[src/rtl/multi_input_gate_pipe.sv]
// Pipelined WIDTH-input OR/AND/XOR/NOR gate: input register, registered radix-4
// reduction tree, output register, saturating hit counter. Define STICKY_EN for the sticky hit flag.
module multi_input_gate_pipe #(
    parameter int WIDTH = 8,
    parameter int CNT_W = 16
) (
    input  logic             clk_i,
    input  logic             reset_i,
    input  logic             in_valid_i,
    input  logic [1:0]       mode_i,
    input  logic [WIDTH-1:0] gate_inputs_i,
    input  logic             clear_count_i,
    input  logic             clear_sticky_i,
    output logic             out_valid_o,
    output logic             gate_output_o,
    output logic [CNT_W-1:0] hit_count_o,
    output logic             sticky_out_o
);
    typedef enum logic [1:0] {
        MODE_OR  = 2'b00,
        MODE_AND = 2'b01,
        MODE_XOR = 2'b10,
        MODE_NOR = 2'b11
    } mode_e;

    // Number of live nodes at tree level lvl (level 0 is the input register)
    function automatic int node_cnt(input int lvl);
        int n;
        n = WIDTH;
        for (int i = 0; i < 8; i++) begin
            if (i < lvl) n = (n + 3) / 4;
            else         n = n;
        end
        return n;
    endfunction

    function automatic int calc_levels(input int w);
        int n;
        int l;
        n = (w + 3) / 4;
        l = 1;
        for (int i = 0; i < 4; i++) begin
            if (n > 1) begin
                n = (n + 3) / 4;
                l = l + 1;
            end else begin
                n = n;
            end
        end
        return l;
    endfunction

    function automatic logic combine(input logic acc, input logic b, input mode_e m);
        case (m)
            MODE_AND: combine = acc & b;
            MODE_XOR: combine = acc ^ b;
            default:  combine = acc | b;
        endcase
    endfunction

    localparam int LEVELS = calc_levels(WIDTH);

    logic [63:0]      data_q  [0:LEVELS];
    mode_e            mode_q  [0:LEVELS];
    logic             valid_q [0:LEVELS];
    logic [63:0]      data_d  [1:LEVELS];
    logic             acc_s;
    logic             out_valid_q, out_valid_d;
    logic             gate_output_q, gate_output_d;
    logic [CNT_W-1:0] hit_count_q, hit_count_d;

    // Tree levels: each node folds up to four bits; absent inputs take the mode's identity
    always_comb begin
        acc_s = 1'b0;
        for (int l = 1; l <= LEVELS; l++) begin
            data_d[l] = 64'd0;
            for (int j = 0; j < 16; j++) begin
                acc_s = (mode_q[l-1] == MODE_AND);
                for (int k = 0; k < 4; k++) begin
                    if ((4 * j + k) < node_cnt(l - 1)) acc_s = combine(acc_s, data_q[l-1][4*j+k], mode_q[l-1]);
                    else                               acc_s = acc_s;
                end
                if (j < node_cnt(l)) data_d[l][j] = acc_s;
                else                 data_d[l][j] = 1'b0;
            end
        end
    end

    // Output stage (NOR inversion, bubble zeroing) and saturating hit counter next state
    always_comb begin
        out_valid_d = valid_q[LEVELS];
        if (valid_q[LEVELS]) gate_output_d = data_q[LEVELS][0] ^ (mode_q[LEVELS] == MODE_NOR);
        else                 gate_output_d = 1'b0;
        hit_count_d = hit_count_q;
        if (clear_count_i) begin
            hit_count_d = '0;
        end else if (out_valid_q && gate_output_q && (hit_count_q != {CNT_W{1'b1}})) begin
            hit_count_d = hit_count_q + CNT_W'(1);
        end else begin
            hit_count_d = hit_count_q;
        end
    end

    // Pipeline registers: data, mode and valid advance together one level per cycle
    always_ff @(posedge clk_i) begin
        if (reset_i) begin
            for (int l = 0; l <= LEVELS; l++) begin
                valid_q[l] <= 1'b0;
                data_q[l]  <= 64'd0;
                mode_q[l]  <= MODE_OR;
            end
            out_valid_q   <= 1'b0;
            gate_output_q <= 1'b0;
            hit_count_q   <= '0;
        end else begin
            valid_q[0] <= in_valid_i;
            data_q[0]  <= 64'(gate_inputs_i);
            mode_q[0]  <= mode_e'(mode_i);
            for (int l = 1; l <= LEVELS; l++) begin
                valid_q[l] <= valid_q[l-1];
                data_q[l]  <= data_d[l];
                mode_q[l]  <= mode_q[l-1];
            end
            out_valid_q   <= out_valid_d;
            gate_output_q <= gate_output_d;
            hit_count_q   <= hit_count_d;
        end
    end

    assign out_valid_o   = out_valid_q;
    assign gate_output_o = gate_output_q;
    assign hit_count_o   = hit_count_q;

`ifdef STICKY_EN
    logic sticky_q, sticky_d;

    // Sticky flag next state: a new hit outranks a clear in the same cycle
    always_comb begin
        sticky_d = sticky_q;
        if (out_valid_q && gate_output_q) sticky_d = 1'b1;
        else if (clear_sticky_i)          sticky_d = 1'b0;
        else                              sticky_d = sticky_q;
    end

    // Sticky flag register
    always_ff @(posedge clk_i) begin
        if (reset_i) sticky_q <= 1'b0;
        else         sticky_q <= sticky_d;
    end

    assign sticky_out_o = sticky_q;
`else
    logic unused_clear_sticky_s;
    assign unused_clear_sticky_s = clear_sticky_i;
    assign sticky_out_o          = 1'b0;
`endif

endmodule

[config.mk]
export PLATFORM = sky130hd
export DESIGN_NAME = multi_input_gate_pipe
export DESIGN_NICKNAME = d
export VERILOG_FILES = /design/src/rtl/multi_input_gate_pipe.sv
export SDC_FILE = /design/constraint.sdc
export NUM_CORES = 1
export LEC_CHECK = 0
export ABC_AREA = 0
export BUFFER_PORTS_ARGS = -buffer_cell sky130_fd_sc_hd__clkbuf_2
export CAP_MARGIN = 10
export CORE_MARGIN = 4
export CORE_UTILIZATION = 52
export DETAILED_ROUTE_END_ITERATION = 6
export GPL_ROUTABILITY_DRIVEN = 0
export MAX_ROUTING_LAYER = met4
export PLACE_DENSITY_LB_ADDON = 0.15
export SLEW_MARGIN = 40
export SYNTH_ARGS = -nofsm -noshare
export SYNTH_HDL_FRONTEND = slang
export SYNTH_SLANG_ARGS = --single-unit
[constraint.sdc]
create_clock -name clk_i -period 6.89 [get_ports clk_i]
set_input_delay 1.378 -clock clk_i [delete_from_list [all_inputs] [get_ports clk_i]]
set_output_delay 1.378 -clock clk_i [all_outputs]
set_load 0.005 [all_outputs]
==> Yosys cells after proc, flatten, opt, wreduce, memory -nomap -nowiden <==
Memory sizes are Yosys's and may differ from the RTL's.
Index checks and enable logic that the tools add are counted.
{ "totals": {"reg_bits": 18, "mem_bits_rw": 33, "output_inout_bits": 19, "wordCells": 80, "mem_count": 3} }
{ "memory_table": {"columns": ["memory", "depth", "width", "read_ports", "rd_clocked_by_memory_dff", "wr", "line_no", "source"], "rows": [
  ["data_q", 3, 8, 3, 0, 3, "63", "logic [63:0] data_q [0:LEVELS];"],
  ["mode_q", 3, 2, 3, 0, 3, "64", "mode_e mode_q [0:LEVELS];"],
  ["valid_q", 3, 1, 3, 0, 3, "65", "logic valid_q [0:LEVELS];"]
]} }
{ "op_classes": {"n_addsub": 1, "eq_ne": 6, "mux": 22, "bitwise": 41, "n_reduce_logical": 4} }
{ "op_table": {"columns": ["operator", "count"], "rows": [
  ["8-bit 2-to-1 mux", 3],
  ["1-bit case mux with 2 select lines", 10],
  ["1-bit bitwise OR", 19],
  ["16-bit by 1-bit adder with 16-bit output (second input constant)", 1],
  ["16-bit inequality test (second input constant)", 1],
  ["1-bit bitwise XOR", 11],
  ["1-bit bitwise AND", 10],
  ["2-bit equality test (second input constant)", 3],
  ["1-bit 2-to-1 mux", 6],
  ["2-bit 2-to-1 mux", 3],
  ["2-bit by 1-bit equality test with 1-bit output (second input constant)", 2],
  ["2-bit OR reduction", 2],
  ["1-bit logical AND", 2],
  ["1-bit NOT", 1]
]} }

==> Depth between registers and ports, before layout <==
Gate-level depths: netlist of run 1.
An unclocked memory read counts as a cell.
{ "depth": {"ltp_word": 11, "depth_mapped": 18} }

==> Worst setup path before layout of run 1 <==
Ideal clock, no wire load.
{ "synth_path": {"path_kind": "flip-flop to flip-flop", "startpoint": "memory mode_q[0][1] (netlist bit)", "endpoint": "memory data_q[0][9] (netlist bit)", "t_arrival_ns": 3.089, "required_time_ns": 6.756, "path_slack_ns": 3.667, "path_stages_with_launch": 19, "path_buffers": 0, "path_cell_list": "dfxtp_1 > inv_1 > ha_1 > inv_1 > ha_1 > a221oi_1 > a21oi_1 > inv_1 > ha_1 > a221oi_1 > a21oi_1 > inv_1 > ha_1 > a221oi_1 > a21oi_1 > inv_1 > ha_1 > a221oi_1 > a211oi_1"} }
{ "synth_lines": {"columns": ["item", "line_no"], "rows": [
  ["start, declared", "64"],
  ["end, declared", "63"]
]} }

==> results.json, run 1 <==
{
  "syn_area_um2": 1940,
  "outcome": "finished clean",
  "ctsHoldBuffers": 0,
  "n_antenna_cell": 0,
  "leakage_nw": 0.947,
  "initial_core_util_pct": 55.8,
  "netlist_instances": 212,
  "cts_root_buf": "clkbuf_8",
  "holdWs_ns": 0.451,
  "synth_top_area_cell": "dfxtp_1",
  "start_kind": "flip-flop",
  "syn_area_per_cell_um2": 9.14,
  "drive_gt1_share_pct": 17.3,
  "startpoint": "mode_q[0][1]",
  "rsz0062_at_grt": "false",
  "slew_headroom_pct": 51.5,
  "syn_nets": 251,
  "max_freq_ghz": 0.278,
  "die_h_um": 69.0,
  "drc": 0,
  "gr-total-overflow": 0,
  "yosys_warnings": 0,
  "comb_power_share_pct": 10.5,
  "post_drt_wl_per_cell_um": 12.5,
  "clock_path_buffers": 2,
  "ys_seq_area_share_pct": 39.3,
  "finalMaxSlewViolations": 0,
  "cts_buffers": 5,
  "synth.area.top_cells": "dfxtp_1 39%, ha_1 16%, nor2b_1 4.5%",
  "firstDrtPassIters": 4,
  "clkSinkCount": 38,
  "met2WireLength_mm": 1.53,
  "clockPowerShare_pct": 38.6,
  "critPathMaxFanout": 7,
  "top_layer": "met4",
  "ant_nets": 0,
  "rows": 21,
  "hold_path_depth": 1,
  "crit_type": "flip-flop to flip-flop",
  "htreeDepth": 2,
  "pwr-share-seq_pct": 50.9,
  "core_um2": 3470,
  "viasPerCell": 5.49,
  "maxCapViolations": 0,
  "worstPathArrival_ns": 3.75,
  "finalSetupViolCount": 0,
  "peakVddDrop_uv": 129,
  "crit_path_end_kind": "flip-flop",
  "p_switching_mw": 0.103,
  "post-dp-hpwl_mm": 2.68,
  "met1_length_mm": 1.83,
  "fin_setup_tns_ns": 0,
  "ys_seq_elements": 38,
  "grt_start_max_net_pins": 24,
  "crit_required_ns": 7.05,
  "fin_crit_sh_pct": 52.2,
  "port-buffer-count": 31,
  "post_cts_buffers": 0,
  "finClkSkew_ns": 0.00490,
  "hold_violations": 0,
  "r2r-start": "mode_q[0][1]",
  "p_per_area_nw_per_um2": 202,
  "clk_pin_slew_worst_paths_ns": 0.07,
  "area_delta_synth_final_pct": 15.3,
  "rr_endpoint": "data_q[0][9]",
  "die-area_um2": 4770,
  "grt_pass1_vias": 1450,
  "ioPinCount": 34,
  "ff2ff_setup_slack_ns": 3.29,
  "ys_types": 34,
  "die_x_um": 69.0,
  "grt_pass1_wl_mm": 6.22,
  "nNetsFinal": 281,
  "drt_iter0_drc": 90,
  "holdCritPathClass": "flip-flop to flip-flop",
  "internal_power_mw": 0.348,
  "r2r_cells": 18,
  "tritoncts": "done",
  "worstHoldEndpoint": "valid_q[0][1]",
  "cts_resized": 0,
  "hold_path_startpoint": "valid_q[0][0]",
  "synth_top_area_share_pct": 39.3,
  "swShare_pct": 22.9,
  "tightestPinTransition_ns": 0.721,
  "fin_crit_ns": 3.60,
  "route.met3.wl_um": 218,
  "vias": 1586,
  "antenna_found_initial": 0,
  "routed_wl_mm": 3.60,
  "track_usage_pct": 15.9,
  "clkLatencyLatePin_ns": 0.28
}
[final cells by class]
type,count,area (µm²)
timing repair buffer,31,155
clock buffer,8,110
sequential,38,761
multi-input combinational,143,1060
tap,46,57.6
fill,331,1230
inverter,23,86.3
[power groups by stage]
stage	sequential [mW]	combinational (mW)	clock, mW
2_1_floorplan	0.234	0.0363	0
3_3_place_gp	0.235	0.0445	0
3_5_place_dp	0.235	0.0473	0
4_1_cts	0.230	0.0478	0.180
5_1_grt	0.231	0.0558	0.189
6_report	0.230	0.0473	0.174
[cells in the mapped netlist (all sizes together)]
cell type	instances
a21oi	16
nor2b	14
o41ai	3
o211ai	3
and2	2
o31ai	3
o21ai	5
and3	1
or2	1
o21a	3
dfxtp	38
conb	1
o2111ai	1
inv	23
nor4	4
nand2	10
nor3	1
clkbuf	6
nand3	7
or4	6
a211oi	4
buf	2
xnor2	1
nand4	6
ha	24
nor2	6
a221oi	9
o31a	3
or3	5
xor2	1
and4	3
[routing by layer]
layer  up-vias  global-route usage, %
li1        827                      -
met1       716                   20.9
met2        41                   23.5
met3         2                   4.22
met4         0                   5.42
met5         -                      -
[metrics by stage]
stage / util, % / instances / total power, mW / setup WS [ns] / instance area [µm²]
3_3_place_gp: 61.0 / 281 / 0.279 / 3.39 / 2110
6_report: 64.4 / 289 / 0.452 / 3.29 / 2230
2_1_floorplan: - / 212 / 0.271 / 3.67 / 1940
3_5_place_dp: 61.2 / 281 / 0.282 / 3.29 / 2120
4_1_cts: 64.4 / 289 / 0.457 / 3.28 / 2230
5_1_grt: 64.4 / 289 / 0.476 / 2.93 / 2230
[critical path: stages, from the launching register on]
cell and delay [ns]:
dfxtp_1 0.32, inv_1 0.09, ha_1 0.31, inv_1 0.11
ha_1 0.28, a221oi_1 0.27, a21oi_1 0.09, inv_1 0.09
ha_1 0.22, a221oi_1 0.27, a21oi_1 0.10, inv_1 0.09
ha_1 0.22, a221oi_1 0.27, a21oi_1 0.10, inv_1 0.08
ha_1 0.22, a221oi_1 0.26, a211oi_1 0.07
[how the worst max path moves through the flow]
stage	slack, ns	depth (start not counted)	end
floorplan	3.67	18	data_q[0][9]
global placement	3.39	18	data_q[0][9]
detailed placement	3.29	18	data_q[0][9]
CTS	3.28	18	data_q[0][9]
global route	2.93	18	data_q[0][9]
finish	3.29	18	data_q[0][9]
[cells by family (layout without fill, tap and decap cells)]
group / count (synthesis) / in the layout / synth area share (%)
buffers and inverters: 31 / 62 / 6.27
flip-flops: 38 / 38 / 39.3
AO/OA/AOI/OAI: 50 / 50 / 17.7
adder cells (fa/ha/maj): 24 / 24 / 15.5
other: 1 / 1 / 0.194
XOR/XNOR: 2 / 2 / 0.905
AND/OR/NAND/NOR: 66 / 66 / 20.2
[state kept, by name, summed over array words and instances (netlist names)]
name	cells
mode_q	6
valid_q	3
gate_output_o	1
hit_count_o	16
out_valid_o	1
data_q	11
[cell usage in the layout, fill, tap and decap left out, drive strengths merged, types with 4 or more instances in the layout]
| cell type | synthesis | final |
|---|---|---|
| or4 | 6 | 6 |
| a211oi | 4 | 4 |
| nand4 | 6 | 6 |
| clkbuf | 6 | 39 |
| nand2 | 10 | 10 |
| or3 | 5 | 5 |
| o21ai | 5 | 5 |
| a21oi | 16 | 16 |
| inv | 23 | 23 |
| nor2b | 14 | 14 |
| ha | 24 | 24 |
| nor4 | 4 | 4 |
| dfxtp | 38 | 38 |
| nor2 | 6 | 6 |
| a221oi | 9 | 9 |
| nand3 | 7 | 7 |
Power figures use the tool's default switching activity.
==> run 2, diff against run 1 <==
==> constraint.sdc (replaced) <==
create_clock -name clk_i -period 3.5 [get_ports clk_i]
set_input_delay 0.7 -clock clk_i [delete_from_list [all_inputs] [get_ports clk_i]]
set_output_delay 0.7 -clock clk_i [all_outputs]
set_load 0.005 [all_outputs]
==> results.json, run 2 (same netlist as run 1, synthesis figures left out) <==
{
  "r2r_cells": 18,
  "fin_crit_sh_pct": 92.8,
  "finalMaxSlewViolations": 0,
  "clock_path_buffers": 2,
  "p_per_area_nw_per_um2": 383,
  "outcome": "finished clean",
  "grt_pass1_vias": 1414,
  "initial_core_util_pct": 55.8,
  "grt_start_max_net_pins": 24,
  "finalSetupViolCount": 0,
  "slowest_stage": "dfxtp_1",
  "worstPathArrival_ns": 3.42,
  "tritoncts": "done",
  "ff2ff_setup_slack_ns": 0.25,
  "peakVddDrop_uv": 348,
  "rows": 21,
  "port-buffer-count": 31,
  "die_h_um": 69.0,
  "vias": 1625,
  "tightestPinTransition_ns": 0.778,
  "antenna_found_initial": 0,
  "pwr-share-seq_pct": 51.8,
  "largest_reg_flops": 16,
  "core_um2": 3470,
  "max_stage_delay_ns": 0.33,
  "fin_crit_ns": 3.25,
  "dp.cells": 283,
  "firstDrtPassIters": 4,
  "crit_required_ns": 3.67,
  "ioPinCount": 34,
  "drt_iter0_drc": 149,
  "track_usage_pct": 16.5,
  "leakage_nw": 0.970,
  "drc": 0,
  "rsz0062_at_grt": "false",
  "max_freq_ghz": 0.308,
  "crit_buf_inv": 5,
  "critPathMaxFanout": 3,
  "start_kind": "flip-flop",
  "final_cell_mix": "38 x dfxtp_1, 31 x clkbuf_2, 22 x inv_1, 22 x ha_1, 15 x a21oi_1",
  "internal_power_mw": 0.657,
  "area_delta_synth_final_pct": 17.9,
  "worstHoldEndpoint": "valid_q[0][1]",
  "drive_gt1_share_pct": 22.0,
  "swShare_pct": 25.0,
  "worstPathCellList": "inv_2, ha_2, inv_1, ha_1, a221oi_2, a21oi_1, inv_1, ha_1, a221oi_1, a21oi_1, inv_1, ha_1, a221oi_2, a21oi_1, inv_1, ha_1, a221oi_2, a211oi_1",
  "n_antenna_cell": 0,
  "htreeDepth": 2,
  "cts_root_buf": "clkbuf_8",
  "final_core_util_pct": 65.8,
  "crit_path_end_kind": "flip-flop",
  "die_x_um": 69.0,
  "clk_pin_slew_worst_paths_ns": 0.07,
  "final_common_cell": "dfxtp_1",
  "rr_endpoint": "data_q[0][9]",
  "post_drt_wl_per_cell_um": 12.6,
  "finClkSkew_ns": 0.00610,
  "holdCritPathClass": "flip-flop to flip-flop",
  "r2r-start": "mode_q[0][1]",
  "ctsHoldBuffers": 0,
  "viasPerCell": 5.57,
  "maxCapViolations": 0,
  "fin_setup_tns_ns": 0,
  "placed_area_um2": 2140,
  "clkSinkCount": 38,
  "hold_path_depth": 1,
  "clkLatencyLatePin_ns": 0.29,
  "critPathTopFamily": "compound AO/OA/AOI/OAI gates",
  "ant_nets": 0,
  "gr-total-overflow": 0,
  "comb_power_share_pct": 12.9,
  "instances_no_fill": 292,
  "stdcell_area_um2": 2280,
  "nNetsFinal": 284,
  "post-dp-hpwl_mm": 2.67,
  "startpoint": "mode_q[0][1]",
  "cts_buffers": 5,
  "p_switching_mw": 0.219,
  "clockPowerShare_pct": 35.3,
  "crit_type": "flip-flop to flip-flop",
  "slew_headroom_pct": 47.7,
  "routed_wl_mm": 3.68,
  "die-area_um2": 4770,
  "grt_pass1_wl_mm": 6.33,
  "hold_path_startpoint": "valid_q[0][0]",
  "hold_violations": 0
}
## run 2: cell types whose count changed in the layout (fill, tap and decap cells not counted), sizes merged
cell,previous run,this run
buf,0,3
clkbuf,39,38
clkinv,0,1
## run 2: through the flow
step | setup slack (ns) | power [mW] | hold WS [ns]
2_1_floorplan | 0.277 | 0.533 | 0.414
3_3_place_gp | 0.251 | 0.553 | 0.414
3_5_place_dp | 0.119 | 0.561 | 0.425
4_1_cts | 0.119 | 0.871 | 0.441
5_1_grt | 0.0161 | 0.921 | 0.461
6_report | 0.251 | 0.876 | 0.435
## run 2: power by group through the flow
stage / Clock (mW) / Combinational (mW) / Sequential, mW
6_report: 0.309 / 0.113 / 0.453
2_1_floorplan: 0 / 0.0714 / 0.461
5_1_grt: 0.335 / 0.131 / 0.455
4_1_cts: 0.319 / 0.0987 / 0.453
3_3_place_gp: 0 / 0.0903 / 0.463
3_5_place_dp: 0 / 0.0983 / 0.463
## run 2: worst reg2reg max path, cell delays in order (launching register included)
cell	delay [ns]
dfxtp_1	0.33
inv_2	0.07
ha_2	0.17
inv_1	0.06
ha_1	0.28
a221oi_2	0.23
a21oi_1	0.09
inv_1	0.09
ha_1	0.23
a221oi_1	0.27
a21oi_1	0.10
inv_1	0.07
ha_1	0.23
a221oi_2	0.25
a21oi_1	0.09
inv_1	0.06
ha_1	0.23
a221oi_2	0.24
a211oi_1	0.06
## run 2: per-layer routing
layer,vias up,routed length [µm],global-route usage (%)
met5,-,0,-
met4,0,53,6.51
met3,7,170,4.80
met2,32,1550,23.7
met1,746,1910,21.7
li1,840,-,-
## run 2: cell type report
cell class | count | area, µm²
Clock inverter | 1 | 5.00
Fill cell | 314 | 1180
Sequential cell | 38 | 761
Multi-Input combinational cell | 143 | 1110
Clock buffer | 7 | 86.3
Tap cell | 46 | 57.6
Timing Repair Buffer | 34 | 178
Inverter | 23 | 86.3
## run 2: worst max-delay path by stage
stage	to	slack, ns	cells after the start
after floorplan	data_q[0][9]	0.28	18
after global placement	data_q[0][9]	0.25	18
after detailed placement	data_q[0][9]	0.12	18
after CTS	data_q[0][9]	0.12	18
after global routing	data_q[0][8]	0.02	18
final	data_q[0][9]	0.25	18
## run 2: what timing repair did
item / 4_1_cts / 5_1_grt
setup endpoints to repair: 0 / 2
gates resized for setup: 0 / 10
buffers inserted: 0 / 1
endpoints found under the hold margin: 0 / 0
